$ cat src/rtl/instruction_fetch.sv
// Instruction fetch stage: owns the program counter, issues word reads to a
// synchronous instruction memory, buffers returned words in a 2-entry FIFO
// and hands them to the decoder over a valid/ready handshake. A redirect
// flushes everything in flight or buffered and restarts at the new PC.
module instruction_fetch #(
  parameter logic [31:0] RESET_PC = 32'h0000_0000
) (
  input  logic        clock,
  input  logic        reset,
  output logic        imem_en,
  output logic [31:0] imem_addr,
  input  logic [31:0] imem_rdata,
  input  logic        redirect,
  input  logic [31:0] redirect_pc,
  output logic        out_valid,
  input  logic        out_ready,
  output logic [31:0] out_instruction,
  output logic [31:0] out_pc
);

  // Control state.
  logic [31:0] fetch_pc_q, fetch_pc_d;
  logic        pending_q, pending_d;
  logic [31:0] pending_pc_q, pending_pc_d;
  logic [1:0]  count_q, count_d;

  // FIFO storage; entry 0 is always the head.
  logic [31:0] fifo_pc_q    [2];
  logic [31:0] fifo_pc_d    [2];
  logic [31:0] fifo_instr_q [2];
  logic [31:0] fifo_instr_d [2];

  logic       pop;
  logic       push;
  logic [2:0] occupancy;
  logic [1:0] count_after_pop;

  // Handshake, credit-based issue decision and head-of-FIFO outputs.
  always_comb begin
    pop       = out_valid & out_ready & ~redirect;
    push      = pending_q & ~redirect;
    // The pop term returns a slot this cycle, allowing one fetch per cycle
    // while the decoder keeps accepting.
    occupancy = {1'b0, count_q} + {2'b00, pending_q} - {2'b00, pop};
    imem_en   = ~reset & ~redirect & (occupancy < 3'd2);
    imem_addr = fetch_pc_q;

    out_valid       = (count_q != 2'd0);
    out_pc          = out_valid ? fifo_pc_q[0]    : 32'h0;
    out_instruction = out_valid ? fifo_instr_q[0] : 32'h0;
  end

  // Next-state: redirect flush, or normal pop/push/issue.
  always_comb begin
    // NOTE: every signal gets a default first so no path leaves it unassigned,
    // which would otherwise infer a latch.
    fetch_pc_d      = fetch_pc_q;
    pending_d       = pending_q;
    pending_pc_d    = pending_pc_q;
    count_d         = count_q;
    fifo_pc_d       = fifo_pc_q;
    fifo_instr_d    = fifo_instr_q;
    count_after_pop = count_q - {1'b0, pop};

    if (redirect) begin
      // The pending response is dropped, not pushed; no issue this cycle.
      count_d    = 2'd0;
      pending_d  = 1'b0;
      fetch_pc_d = redirect_pc & ~32'h3;
    end else begin
      pending_d = imem_en;
      if (imem_en) begin
        fetch_pc_d   = fetch_pc_q + 32'd4;  // wraps silently past 0xFFFF_FFFC
        pending_pc_d = fetch_pc_q;
      end
      // Shift the FIFO on pop before writing the incoming word, so a
      // simultaneous push/pop keeps order.
      if (pop) begin
        fifo_pc_d[0]    = fifo_pc_q[1];
        fifo_instr_d[0] = fifo_instr_q[1];
      end
      if (push) begin
        fifo_pc_d[count_after_pop[0]]    = pending_pc_q;
        fifo_instr_d[count_after_pop[0]] = imem_rdata;
      end
      count_d = count_after_pop + {1'b0, push};
    end
  end

  // Control registers with synchronous reset.
  always_ff @(posedge clock) begin
    // NOTE: sequential state uses non-blocking assignments so every flop
    // samples pre-edge values regardless of statement order.
    if (reset) begin
      fetch_pc_q   <= RESET_PC;
      pending_q    <= 1'b0;
      pending_pc_q <= 32'h0;
      count_q      <= 2'd0;
    end else begin
      fetch_pc_q   <= fetch_pc_d;
      pending_q    <= pending_d;
      pending_pc_q <= pending_pc_d;
      count_q      <= count_d;
    end
  end

  // FIFO data registers.
  always_ff @(posedge clock) begin
    // NOTE: the data entries are not reset; count_q qualifies them and the
    // outputs are forced to zero while the FIFO is empty.
    fifo_pc_q    <= fifo_pc_d;
    fifo_instr_q <= fifo_instr_d;
  end

endmodule

$ cat config.mk
export PLATFORM = sky130hd
export DESIGN_NAME = instruction_fetch
export DESIGN_NICKNAME = d
export VERILOG_FILES = /design/src/rtl/instruction_fetch.sv
export SDC_FILE = /design/constraint.sdc
export NUM_CORES = 1
export LEC_CHECK = 0
export CAP_MARGIN = 20
export CORE_MARGIN = 4
export CORE_UTILIZATION = 45
export CTS_BUF_LIST = sky130_fd_sc_hd__clkbuf_8
export DETAILED_ROUTE_END_ITERATION = 8
export DONT_BUFFER_PORTS = 1
export SYNTH_ARGS = -nofsm -noshare
export SYNTH_HDL_FRONTEND = slang
export SYNTH_SLANG_ARGS = --single-unit
$ cat constraint.sdc
create_clock -name clock -period 5.3 [get_ports clock]
set_input_delay 1.06 -clock clock [delete_from_list [all_inputs] [get_ports clock]]
set_output_delay 1.06 -clock clock [all_outputs]
set_load 0.01 [all_outputs]
==> results.sh, run 1 <==
export IMPL_grt_pass1_wl_um=30900
export IMPL_status="finished clean"
export IMPL_cts_hold_buf=0
export IMPL_syn_area_mm2=0.00867
export IMPL_critPathTopFamily="simple AND/OR/NAND/NOR gates"
export IMPL_p_leak_nw=3.70
export IMPL_power_switching_mw=0.687
export IMPL_final_util_pct=49.6
export IMPL_seq_power_share_pct=59.6
export IMPL_synthFlopType="edfxtp_1"
export IMPL_finalSetupViolCount=0
export IMPL_syn_inst=806
export IMPL_clk_path_buf_depth=2
export IMPL_tightest_slew_ns=0.941
export IMPL_ctsHtreeMaxLevel=4
export IMPL_drive_above_1_share_pct=7.19
export IMPL_yosys_cell_types_count=49
export IMPL_critPathCaptureType="output pin"
export IMPL_synth_simple_gate_area_share_pct=17.7
export IMPL_synthTopCellsByArea="edfxtp_1 (44%), dfxtp_1 (15%), mux2i_1 (7.5%)"
export IMPL_swShare_pct=23.7
export IMPL_avgSynthCellArea_um2=10.8
export IMPL_synth_edf_count=128
export IMPL_path_class="primary input to output pin"
export IMPL_synthAdderAreaFrac_pct=0.664
export IMPL_max_clock_freq_ghz=0.235
export IMPL_worstPathArrival_ns=3.20
export IMPL_ys_ff_latch=191
export IMPL_ir_drop_mv=0.153
export IMPL_ff_latch_area_mm2=0.00510
export IMPL_power_frac_comb_pct=6.0
export IMPL_min_period_ns=4.26
export IMPL_antenna_found_initial=0
export IMPL_nNetsFinal=852
export IMPL_ys_warnings_count=0
export IMPL_syn2layout_area_growth_pct=7.60
export IMPL_critPathLaunchType="primary input"
export IMPL_cts_sinks=191
export IMPL_route_vias_total=5780
export IMPL_path_clk_slew_ns=0.10
export IMPL_post_cts_buffers=0
export IMPL_overflow=0
export IMPL_wl_um=19400
export IMPL_synth_top_family_by_area="simple AND/OR/NAND/NOR gates"
export IMPL_r2r_setup_slack_ns=2.17
export IMPL_io_pins=166
export IMPL_ant_nets=0
export IMPL_io_buffer_count=0
export IMPL_chipWidth_um=147
export IMPL_grt_usage_pct=17.8
export IMPL_hold_viol_final=0
export IMPL_power_mw=2.90
export IMPL_crit_cells=8
export IMPL_drtIter0Drc=356
export IMPL_hold_ws_ns=0.468
export IMPL_num_rows=50
export IMPL_finalCritPeriodShare_pct=80.4
export IMPL_slowest_delay_ns=0.41
export IMPL_path_cells="nor2b_1, nand3_1, o21ai_1, nand2_1, fa_1, xnor2_1, nand3_2, inv_2"
export IMPL_async_flop_share_pct=0
export IMPL_synthXorXnorAreaFrac_pct=1.01
export IMPL_synth_compound_area_share_pct=10.8
export IMPL_worst_path_buf_inv=1
export IMPL_yosys_area_top_type="edfxtp_1"
export IMPL_drtPass1Iterations=6
export IMPL_gp_congestion=0.845
export IMPL_relSlewSlack_pct=37.0
export IMPL_grt_pass1_vias=5630
export IMPL_drc_errors=0
export IMPL_ctsResizeCount=0
export IMPL_cp_required_ns=4.24
export IMPL_hold_path_cell_count=0
export IMPL_clkPwrFrac_pct=34.4
export IMPL_cts_tree="yes"
export IMPL_post_drt_wl_per_cell_um=18.5
export IMPL_drv_cap=0
export IMPL_rsz0062_at_grt="false"
export IMPL_multi_input_area_mm2=0.00333
export IMPL_setup_tns_ns=0
export IMPL_synth_top_area_share_pct=44.3
export IMPL_synth_mux_area_share_pct=7.76
export IMPL_cts_made_buffers=17
export IMPL_hold_path_class="register to register"
export IMPL_die_area_mm2=0.0216
export IMPL_slowest_stage="nor2b_1"
export IMPL_initial_core_util_pct=46.1
export IMPL_n_antenna_cell=0
export IMPL_synthTopCellsByCount="edfxtp_1 (128), a21oi_1 (115), nor2_1 (86), nand2_1 (82), and2_1 (78)"
export IMPL_p_per_area_mw_per_mm2=311
export IMPL_root_buffer="clkbuf_8"
export IMPL_finClkSkew_ns=0.0147
export IMPL_grt_start_max_net_pins=91
export IMPL_dpl_hpwl_um=12600
export IMPL_core_mm2=0.0188
export IMPL_seq_area_frac_synth_pct=58.9
export IMPL_clock_latency_ns=0.46
export IMPL_p_int_mw=2.21
export IMPL_rr_worst_depth=11
export IMPL_worstPathMaxFanout=18
export IMPL_report_final_slew_viol_count=0
export IMPL_avgViaCountPerCell=5.49
export IMPL_synth_most_common_cell="edfxtp_1"
export IMPL_nFillCells=1754
export IMPL_die_h_um=147
-- final timing paths --
| check | from | endpoint |
|---|---|---|
| worst max-delay path | out_ready | imem_en |
| worst min-delay path | pending_pc_q[24] | register |
| worst max register to register | count_q[0] | imem_addr[4] |
| worst min register to register | pending_pc_q[24] | register |
-- worst reg2reg max path, stage by stage (launching register included) --
cell     delay [ns]
dfxtp_1        0.31
inv_1          0.15
nand3_1        0.22
o21ai_1        0.32
nand2_1        0.13
fa_1           0.39
xnor2_1        0.15
nand3_2        0.10
inv_2          0.16
nor2_1         0.71
o21ai_0        0.25
a21oi_1        0.21
-- final cells by class --
cell class,count,share of cell area [%]
repair buffers,8,1.26
inverters,11,0.456
clock inverters,14,1.80
well taps,260,3.49
multi-input cells,551,35.6
clock buffers,18,2.65
flip-flops and latches,191,54.7
-- kinds of logic (layout without fill, tap and decap cells) --
kind of cell	after synthesis	in the layout
XOR/XNOR	10	10
other	1	2
buffers and inverters	65	51
flip-flops	191	191
multiplexers	67	67
adder cells (fa/ha/maj)	4	4
AND/OR/NAND/NOR	299	299
AO/OA/AOI/OAI	169	169
-- per-stage QoR --
stage | area, um^2 | worst slack, ns | instances
4_1_cts | 9290 | 0.998 | 1051
2_1_floorplan | 8680 | 1.11 | 807
6_report | 9330 | 1.04 | 1053
3_3_place_gp | 8850 | 1.03 | 1018
3_5_place_dp | 8870 | 1.01 | 1019
5_1_grt | 9330 | 0.734 | 1053
-- layout by cell type, fill, tap and decap left out, drive strengths merged, types with 3 or more instances in the layout --
cell type and count:
xor2 6, and3 4, a31oi 13, buf 8, nand2 82, o22ai 7
or3 4, nor2 86, nand3 10, xnor2 4, a32oi 5, and4 3
edfxtp 128, bufinv 3, o211ai 7, o21ai 15, clkbuf 18, mux2i 65
nor3 7, ha 3, dfxtp 63, nand4 13, a22oi 3, a21oi 115
nor4 7, clkinv 4, and2 78, inv 16
-- layer usage --
layer	up-vias	part of all wire, %	GRT usage, %
met5	-	0	0
met4	0	0.82	4.23
met3	18	9.1	6.91
met2	201	45	27.2
met1	2728	45	24.2
li1	2833	-	-
-- power groups by stage --
stage               clock network (mW)  registers [mW]  logic (mW)
floorplan                            0            1.74       0.152
global placement                     0            1.76       0.167
detailed placement                   0            1.76       0.174
CTS                               1.03            1.73       0.174
global route                      1.09            1.74       0.200
finish                           0.997            1.73       0.175
(Power assumes the default switching activity.)
==> run 2, diff against run 1 <==
==> constraint.sdc (replaced) <==
create_clock -name clock -period 3.65 [get_ports clock]
set_input_delay 0.73 -clock clock [delete_from_list [all_inputs] [get_ports clock]]
set_output_delay 0.73 -clock clock [all_outputs]
set_load 0.01 [all_outputs]
==> results.sh, run 2 (synthesis gave the netlist of run 1 again) <==
export IMPL_post_drt_wl_per_cell_um=18.6
export IMPL_critPathCaptureType="output pin"
export IMPL_cp_startpoint="out_ready"
export IMPL_rr_worst_depth=11
export IMPL_r2r_start="count_q[0]"
export IMPL_die_h_um=147
export IMPL_path_clk_slew_ns=0.10
export IMPL_grt_pass1_vias=5901
export IMPL_r2r_end="imem_addr[15]"
export IMPL_cts_sinks=191
export IMPL_max_clock_freq_ghz=0.307
export IMPL_status="finished clean"
export IMPL_worstPathMaxFanout=17
export IMPL_p_leak_nw=3.68
export IMPL_ctsResizeCount=0
export IMPL_antenna_found_initial=0
export IMPL_worstPathArrival_ns=2.53
export IMPL_setup_tns_ns=0
export IMPL_dpl_hpwl_um=12900
export IMPL_relSlewSlack_pct=37.3
export IMPL_ctsHtreeMaxLevel=4
export IMPL_syn2layout_area_growth_pct=7.08
export IMPL_clk_path_buf_depth=2
export IMPL_overflow=0
export IMPL_drv_cap=0
export IMPL_report_final_slew_viol_count=0
export IMPL_grt_start_max_net_pins=91
export IMPL_nNetsFinal=854
export IMPL_ant_nets=0
export IMPL_path_class="primary input to output pin"
export IMPL_cp_required_ns=2.92
export IMPL_drc_errors=0
export IMPL_n_antenna_cell=0
export IMPL_finalSetupViolCount=0
export IMPL_gp_congestion=0.849
export IMPL_core_mm2=0.0188
export IMPL_route_vias_total=5797
export IMPL_drive_above_1_share_pct=7.67
export IMPL_cts_hold_buf=0
export IMPL_chipWidth_um=147
export IMPL_finalCritPeriodShare_pct=89.4
export IMPL_wl_um=19700
export IMPL_initial_core_util_pct=46.1
export IMPL_hold_path_class="primary input to register"
export IMPL_grt_usage_pct=18.2
export IMPL_root_buffer="clkbuf_8"
export IMPL_rsz0062_at_grt="false"
export IMPL_r2r_setup_slack_ns=0.65
export IMPL_drtPass1Iterations=6
export IMPL_post_cts_buffers=0
export IMPL_avgViaCountPerCell=5.49
export IMPL_num_rows=50
export IMPL_clock_latency_ns=0.47
export IMPL_cts_made_buffers=17
export IMPL_ir_drop_mv=0.210
export IMPL_min_period_ns=3.26
export IMPL_final_common_cell="edfxtp_1"
export IMPL_final_cell_mix="edfxtp_1 (128), a21oi_1 (115), nor2_1 (86)"
export IMPL_tightest_slew_ns=0.937
export IMPL_cts_tree="yes"
export IMPL_io_pins=166
export IMPL_finClkSkew_ns=0.0116
export IMPL_hold_viol_final=0
export IMPL_crit_path_end="imem_en"
export IMPL_p_per_area_mw_per_mm2=444
export IMPL_io_buffer_count=0
export IMPL_critPathLaunchType="primary input"
export IMPL_die_area_mm2=0.0216
export IMPL_grt_pass1_wl_um=31600
export IMPL_hold_ws_ns=0.327
export IMPL_drtIter0Drc=284
-- run 2: changes by cell type in the layout (fill, tap and decap cells not counted) --
| cell | delta |
|---|---|
| buf_4 | +4 |
| clkinv_4 | +3 |
| buf_12 | -1 |
| inv_4 | -1 |
| inv_8 | +3 |
| clkbuf_8 | -1 |
| buf_16 | -1 |
| inv_1 | -2 |
| bufinv_16 | -2 |
-- run 2: how the worst min path moves through the flow --
stage                           from  cells after the start  slack [ns]                to
floorplan           pending_pc_q[31]                      0        0.43          register
global placement    pending_pc_q[22]                      0        0.44          register
detailed placement  pending_pc_q[21]                      0        0.44          register
CTS                            reset                      1        0.28  pending_pc_q[16]
global route                   reset                      1        0.28     imem_addr[20]
finish                         reset                      1        0.33     imem_addr[20]
-- run 2: per-stage QoR --
stage / utilization, % / area (um^2) / setup WS [ns] / cells / total power [mW]
floorplan: - / 8680 / 0.119 / 807 / 2.75
global placement: 47.3 / 8900 / 0.221 / 1023 / 2.80
detailed placement: 47.3 / 8900 / 0.0815 / 1023 / 2.82
CTS: 49.3 / 9290 / 0.371 / 1055 / 4.17
global route: 49.3 / 9290 / 0.296 / 1055 / 4.30
finish: 49.3 / 9290 / 0.388 / 1055 / 4.12
-- run 2: per-layer routing --
metal / GRT usage, % / up-vias / part of all wire [%]
li1: - / 2821 / -
met1: 23.7 / 2770 / 44
met2: 28.6 / 184 / 46
met3: 7.00 / 22 / 8.9
met4: 5.17 / 0 / 1.1
met5: 0 / - / 0
-- run 2: worst max-delay path: stages --
cell	delay (ns)
nor2b_1	0.14
buf_4	0.16
o21ai_1	0.39
nand2_1	0.13
fa_1	0.40
xnor2_1	0.17
nand3_2	0.11
inv_2	0.29
-- run 2: where the power goes --
group | switching (mW) | leakage, nW | internal (mW) | total [mW]
Clock | 0.797 | 0.193 | 0.563 | 1.36
Combinational | 0.152 | 1.73 | 0.102 | 0.254
Sequential | 0.0971 | 1.76 | 2.41 | 2.51
-- run 2: cell type report --
cell class,instances,area (um^2)
clock buffer,17,234
sequential,191,5100
tap,260,325
inverter,11,42.5
clock inverter,15,154
timing repair buffer,10,100
fill,1723,9540
multi-input combinational,551,3330
==> patch 1 (config.mk and constraints of run 1) <==
Take the reset off `pending_pc_q` and load it in a clocked block of its own.
--- a/src/rtl/instruction_fetch.sv
+++ b/src/rtl/instruction_fetch.sv
@@ -95,12 +95,14 @@
       fetch_pc_q   <= RESET_PC;
       pending_q    <= 1'b0;
-      pending_pc_q <= 32'h0;
       count_q      <= 2'd0;
     end else begin
       fetch_pc_q   <= fetch_pc_d;
       pending_q    <= pending_d;
-      pending_pc_q <= pending_pc_d;
       count_q      <= count_d;
     end
+  end
+
+  always_ff @(posedge clock) begin
+    pending_pc_q <= pending_pc_d;
   end
 
Formal check against the unedited RTL: same outputs for any inputs over 4 cycles, from zero or initial values and one cycle with reset high; that may be too few to reach the edited logic, so the function may still have changed.
==> patch 1 against run 1 <==
  * Total power is 1.1% lower
  * Synthesized cell count is 14% lower
  * Non-clock buffer count is 1 lower
  * Sequential cell count stayed put
  * Wire length is 7.1% lower
  * Final area is 2.1% lower
  * Global-route usage is 0.70 points lower
  * Via count is 12% lower
  * Cell count is 13% lower
  * Area after synthesis is 1.3% lower
  * Setup slack worse by 0.063 ns
  * Critical endpoint unchanged
  * Highest routed layer unchanged
==> patch 1: results (changes against run 1) <==
synthFlopType: "edfxtp_1"
h-tree-depth: 4  # unchanged
hp-class: "flip-flop to flip-flop"
ys_top_cells_by_count: "edfxtp_1 (158), nor2_1 (80), a21oi_1 (76)"
setup-tns-final_ns: 0  # unchanged
cts_buffers: 17  # unchanged
synth-async-reset-ratio_pct: 0  # unchanged
vias: 5083  # -12%
grt_pass1_wl_um: 29000  # -6.4%
clk_pin_slew_ns: 0.10  # about the same
slowest_stage: "fa_1"
antenna_found_initial: 0  # unchanged
maxCapViolCount: 0  # unchanged
relSlewSlack_pct: 36.1  # -0.85 points
status: "finished, final reports clean"
cp_data_arrival_time_ns: 3.26  # +0.06 ns
postCtsSetupBuffers: 0  # unchanged
r2r-start: "count_q[1]"
synth_compound_area_share_pct: 7.70  # -3.1 points
wl_per_cell_um: 19.6  # +6.2%
synth_cell_types: 47  # -4.1%
synth_edf_count: 158  # +23%
peakVddDrop_v: 0.000150  # -1.9%
drtPass1Iterations: 5  # -1
port_buffers: 0  # unchanged
grt_max_degree: 67  # -26%
fillCellCount: 1678  # -4.3%
synth.area.top_cells: "edfxtp_1 (55%), dfxtp_1 (7.7%), mux2i_1 (7.6%)"
diodes: 0  # unchanged
synthXorXnorAreaFrac_pct: 2.57  # +1.6 points
yosysSeqAreaShare_pct: 63.1  # +4.3 points
yosys_warnings: 0  # unchanged
gp_routability_congestion: 0.796  # -5.7%
cp_max_fo: 10  # -8
dp.final_hpwl_um: 11800  # -6.8%
critical-path-top-delay-family: "simple AND/OR/NAND/NOR gates"
ctsResizeCount: 0  # unchanged
clock-root-buffer: "clkbuf_8"
drive_gt1_share_pct: 8.59  # +1.4 points
crit_path_start: "out_ready"
skew_ns: 0.0115  # -0.00316 ns
first_iter_violations: 229  # -36%
slowest_delay_ns: 0.84  # +0.43 ns
synthAdderAreaFrac_pct: 0.672  # +0.0088 points
clock_path_buffers: 2  # unchanged
p_leak_uw: 0.00348  # -6.0%
grtUsageTotal_pct: 17.1  # -0.70 points
critPathLaunchType: "input pin"
nets: 746  # -12%
synthMuxAreaShare_pct: 7.60  # -0.16 points
grt_pass1_vias: 5164  # -8.3%
clk_latency_ns: 0.46  # about the same
worstHoldStart: "pending_pc_q[2]"
[patch 1: area by class of cell]
| cell class | instances | area (um^2) | share of cell area, % |
|---|---|---|---|
| Multi-Input combinational cell | 445 | 2930 | 32.0 |
| Tap cell | 234 | 293 | 3.21 |
| Clock buffer | 17 | 234 | 2.56 |
| Inverter | 12 | 47.5 | 0.520 |
| Timing Repair Buffer | 7 | 65.1 | 0.712 |
| Sequential cell | 191 | 5410 | 59.2 |
| Clock inverter | 15 | 165 | 1.81 |
[patch 1: stage by stage]
stage / total power (uW) / cells / hold slack [ns] / worst slack [ns] / area [um^2]
final: 2870 / 921 / 0.460 / 0.976 / 9140
after global routing: 3000 / 921 / 0.469 / 0.714 / 9140
after CTS: 2910 / 920 / 0.461 / 0.972 / 9110
after detailed placement: 1970 / 888 / 0.435 / 1.01 / 8720
after global placement: 1950 / 888 / 0.433 / 1.04 / 8720
after floorplan: 1920 / 692 / 0.427 / 1.24 / 8560
[patch 1: path summary, 6_finish.rpt]
check / slack, ns / to / cells past startpoint
worst max-delay path: 0.98 / imem_en / 7
worst min-delay path: 0.46 / flip-flop / 0
worst max register to register: 2.02 / pending_pc_q[2] / 8
worst min register to register: 0.46 / flip-flop / 0
[patch 1: logic make-up after synthesis]
kind of cell / count (synthesis)
AND/OR/NAND/NOR: 234
flip-flops: 191
AO/OA/AOI/OAI: 117
multiplexers: 65
buffers and inverters: 56
XOR/XNOR: 23
adder cells (fa/ha/maj): 4
other: 1
[patch 1: power by group]
group / leakage, uW / internal (uW) / switching, uW
clock network: 0.000200 / 359 / 582
registers: 0.00176 / 1710 / 65.2
logic: 0.00152 / 64.8 / 92.2
total: 0.00348 / 2130 / 739
[patch 1: metal layers]
layer	vias to the layer above	part of all wire, %	global-route usage (%)
li1	2473	-	-
met1	2444	43	21.8
met2	154	48	27.4
met3	12	8.2	6.66
met4	0	0.80	4.84
met5	-	0	0
==> patch 2 (flow settings as in run 1) <==
Without the edit above. Reset style: asynchronous (`reset`), changed in one clocked block. Comments in the files are not updated.
--- a/src/rtl/instruction_fetch.sv
+++ b/src/rtl/instruction_fetch.sv
@@ -89,5 +89,5 @@
 
   // Control registers with synchronous reset.
-  always_ff @(posedge clock) begin
+  always_ff @(posedge clock or posedge reset) begin
     // NOTE: sequential state uses non-blocking assignments so every flop
     // samples pre-edge values regardless of statement order.
Check against the original RTL: differs if reset is asserted again (counterexample within 4 cycles, from zero or initial values and one cycle with reset high); with reset held inactive, the same outputs for 4 cycles.
==> patch 2 against run 1 <==
  * Final area about the same
  * Area after synthesis about the same
  * Setup slack got worse by 0.18 ns
  * Critical path depth decreased by 1
  * Total power increased by 5.9%
  * Clock skew decreased by 0.0012 ns
  * Sequential cell count decreased by 2
  * Sequential power increased by 6%
  * Sequential share of layout area increased by 2.7 points
  * Cell count decreased by 2.6%
  * Wire length increased by 0.21%
  * Register-to-register slack got worse by 0.52 ns
  * Critical path type unchanged
  * Critical endpoint unchanged
==> patch 2: results (changes against run 1) <==
worstHoldStart: "pending_pc_q[21]"
ctsResizeCount: 0  # unchanged
reg2reg_depth: 11  # unchanged
grt_max_degree: 127  # +40%
hp-class: "flip-flop to flip-flop"
drtPass1Iterations: 4  # -2
vias: 5683  # -1.7%
route.layer.met1.wl_um: 8760  # about the same
gp_routability_congestion: 0.866  # +2.5%
ys_top_cells_by_count: "nand2_1 (182), edfxtp_1 (126), o21ai_0 (74)"
nets: 824  # -3.3%
yosys_warnings: 0  # unchanged
min_to: "fifo_pc_q[21]"
yosysSeqAreaShare_pct: 61.8  # +3.0 points
antenna_found_initial: 0  # unchanged
first_iter_violations: 397  # +12%
dp.final_hpwl_um: 12200  # -3.5%
skew_ns: 0.0135  # -0.00119 ns
r2r_setup_slack_ns: 1.65  # -0.52 ns
drive_gt1_share_pct: 6.40  # -0.79 points
grt_pass1_vias: 5638  # +0.14%
cp_max_fo: 42  # +24
peakVddDrop_v: 0.000155  # +1.5%
synth.area.top_cells: "edfxtp_1 (44%), dfrtp_1 (18%), nand2_1 (7.9%)"
clk_latency_ns: 0.44  # -0.02 ns
met3_length_um: 1860  # +5.0%
worstMarginPinSlew_ns: 1.03  # +0.0900 ns
pre_cts_ws_ns: 0.851  # -0.157 ns
postCtsSetupBuffers: 0  # unchanged
r2r-start: "count_q[0]"
p_leak_uw: 0.00385  # +4.1%
grtUsageTotal_pct: 18.2  # +0.38 points
status: "finished, final reports clean"
cts_buffers: 17  # unchanged
synth_cell_types: 52  # +6.1%
cp_data_arrival_time_ns: 3.38  # +0.18 ns
routed_wl_um: 19500  # +0.21%
synth_edf_count: 126  # -1.6%
met2_length_um: 8660  # -0.88%
synth-async-reset-ratio_pct: 33.3  # +33 points
grt_pass1_wl_um: 31700  # +2.4%
r2r-end: "imem_addr[5]"
-- patch 2: changes by cell type in the layout (fill, tap and decap cells not counted), moves of 6 or more --
cell,before,now
a21oi_1,115,6
a221o_1,0,8
a31oi_1,13,4
and2_1,78,66
dfrtp_1,0,63
dfxtp_1,63,0
nand2_1,80,182
nand3_1,7,16
nor2_1,86,14
o21ai_0,14,74
o21ai_1,1,9
o22ai_1,7,0
o311ai_0,0,6
-- patch 2: layout make-up --
| class | instances | area [um^2] |
|---|---|---|
| clock buffers | 17 | 234 |
| clock inverters | 15 | 173 |
| well taps | 260 | 325 |
| fillers | 1684 | 9500 |
| multi-input cells | 525 | 3090 |
| repair buffers | 10 | 108 |
| inverters | 10 | 38.8 |
| flip-flops and latches | 189 | 5360 |
-- patch 2: cell families (layout without fill, tap and decap cells) --
logic type | count (synthesis) | count (layout) | share of synthesized area [%]
and+or+nand+nor | 328 | 328 | 18.4
DFF | 189 | 189 | 61.8
AOI/OAI and AO/OA | 123 | 123 | 8.41
muxes | 64 | 64 | 7.39
buffers and inverters | 58 | 52 | 2.90
xor gates and xnor gates | 5 | 5 | 0.505
adders and majority gates | 3 | 3 | 0.520
other | 1 | 2 | 0.0433
-- patch 2: how the worst max path moves through the flow --
stage	from	cells after the start	slack, ns	endpoint
after CTS	redirect	7	0.84	imem_en
after global placement	redirect	7	0.94	imem_en
after detailed placement	redirect	7	0.85	imem_en
after global routing	redirect	7	0.69	imem_en
final	redirect	7	0.86	imem_en
after floorplan	redirect	10	0.86	imem_en
-- patch 2: per-layer routing --
metal | global-route usage [%] | vias to the layer above
li1 | - | 2705
met4 | 4.47 | 0
met5 | 0 | -
met1 | 26.2 | 2745
met3 | 6.66 | 15
met2 | 26.4 | 218
-- patch 2: critical path: stages --
cell and delay, ns:
nor4bb_1 0.49, a21o_1 0.25, nand2_1 0.10, fa_1 0.39, xor2_1 0.15, or4b_4 0.72, inv_1 0.20
-- patch 2: metrics by stage --
step | hold WS, ns | instances | instance area (um^2)
CTS | 0.479 | 1024 | 9280
global placement | 0.459 | 992 | 8880
detailed placement | 0.456 | 992 | 8880
floorplan | 0.446 | 772 | 8670
finish | 0.477 | 1026 | 9330
global route | 0.491 | 1026 | 9330
-- patch 2: power by group --
group	total [uW]	internal [uW]	switching (uW)	leakage [uW]
Combinational	255	99.4	155	0.00166
Clock	981	467	514	0.000212
Sequential	1840	1710	125	0.00197
Total	3070	2280	795	0.00385
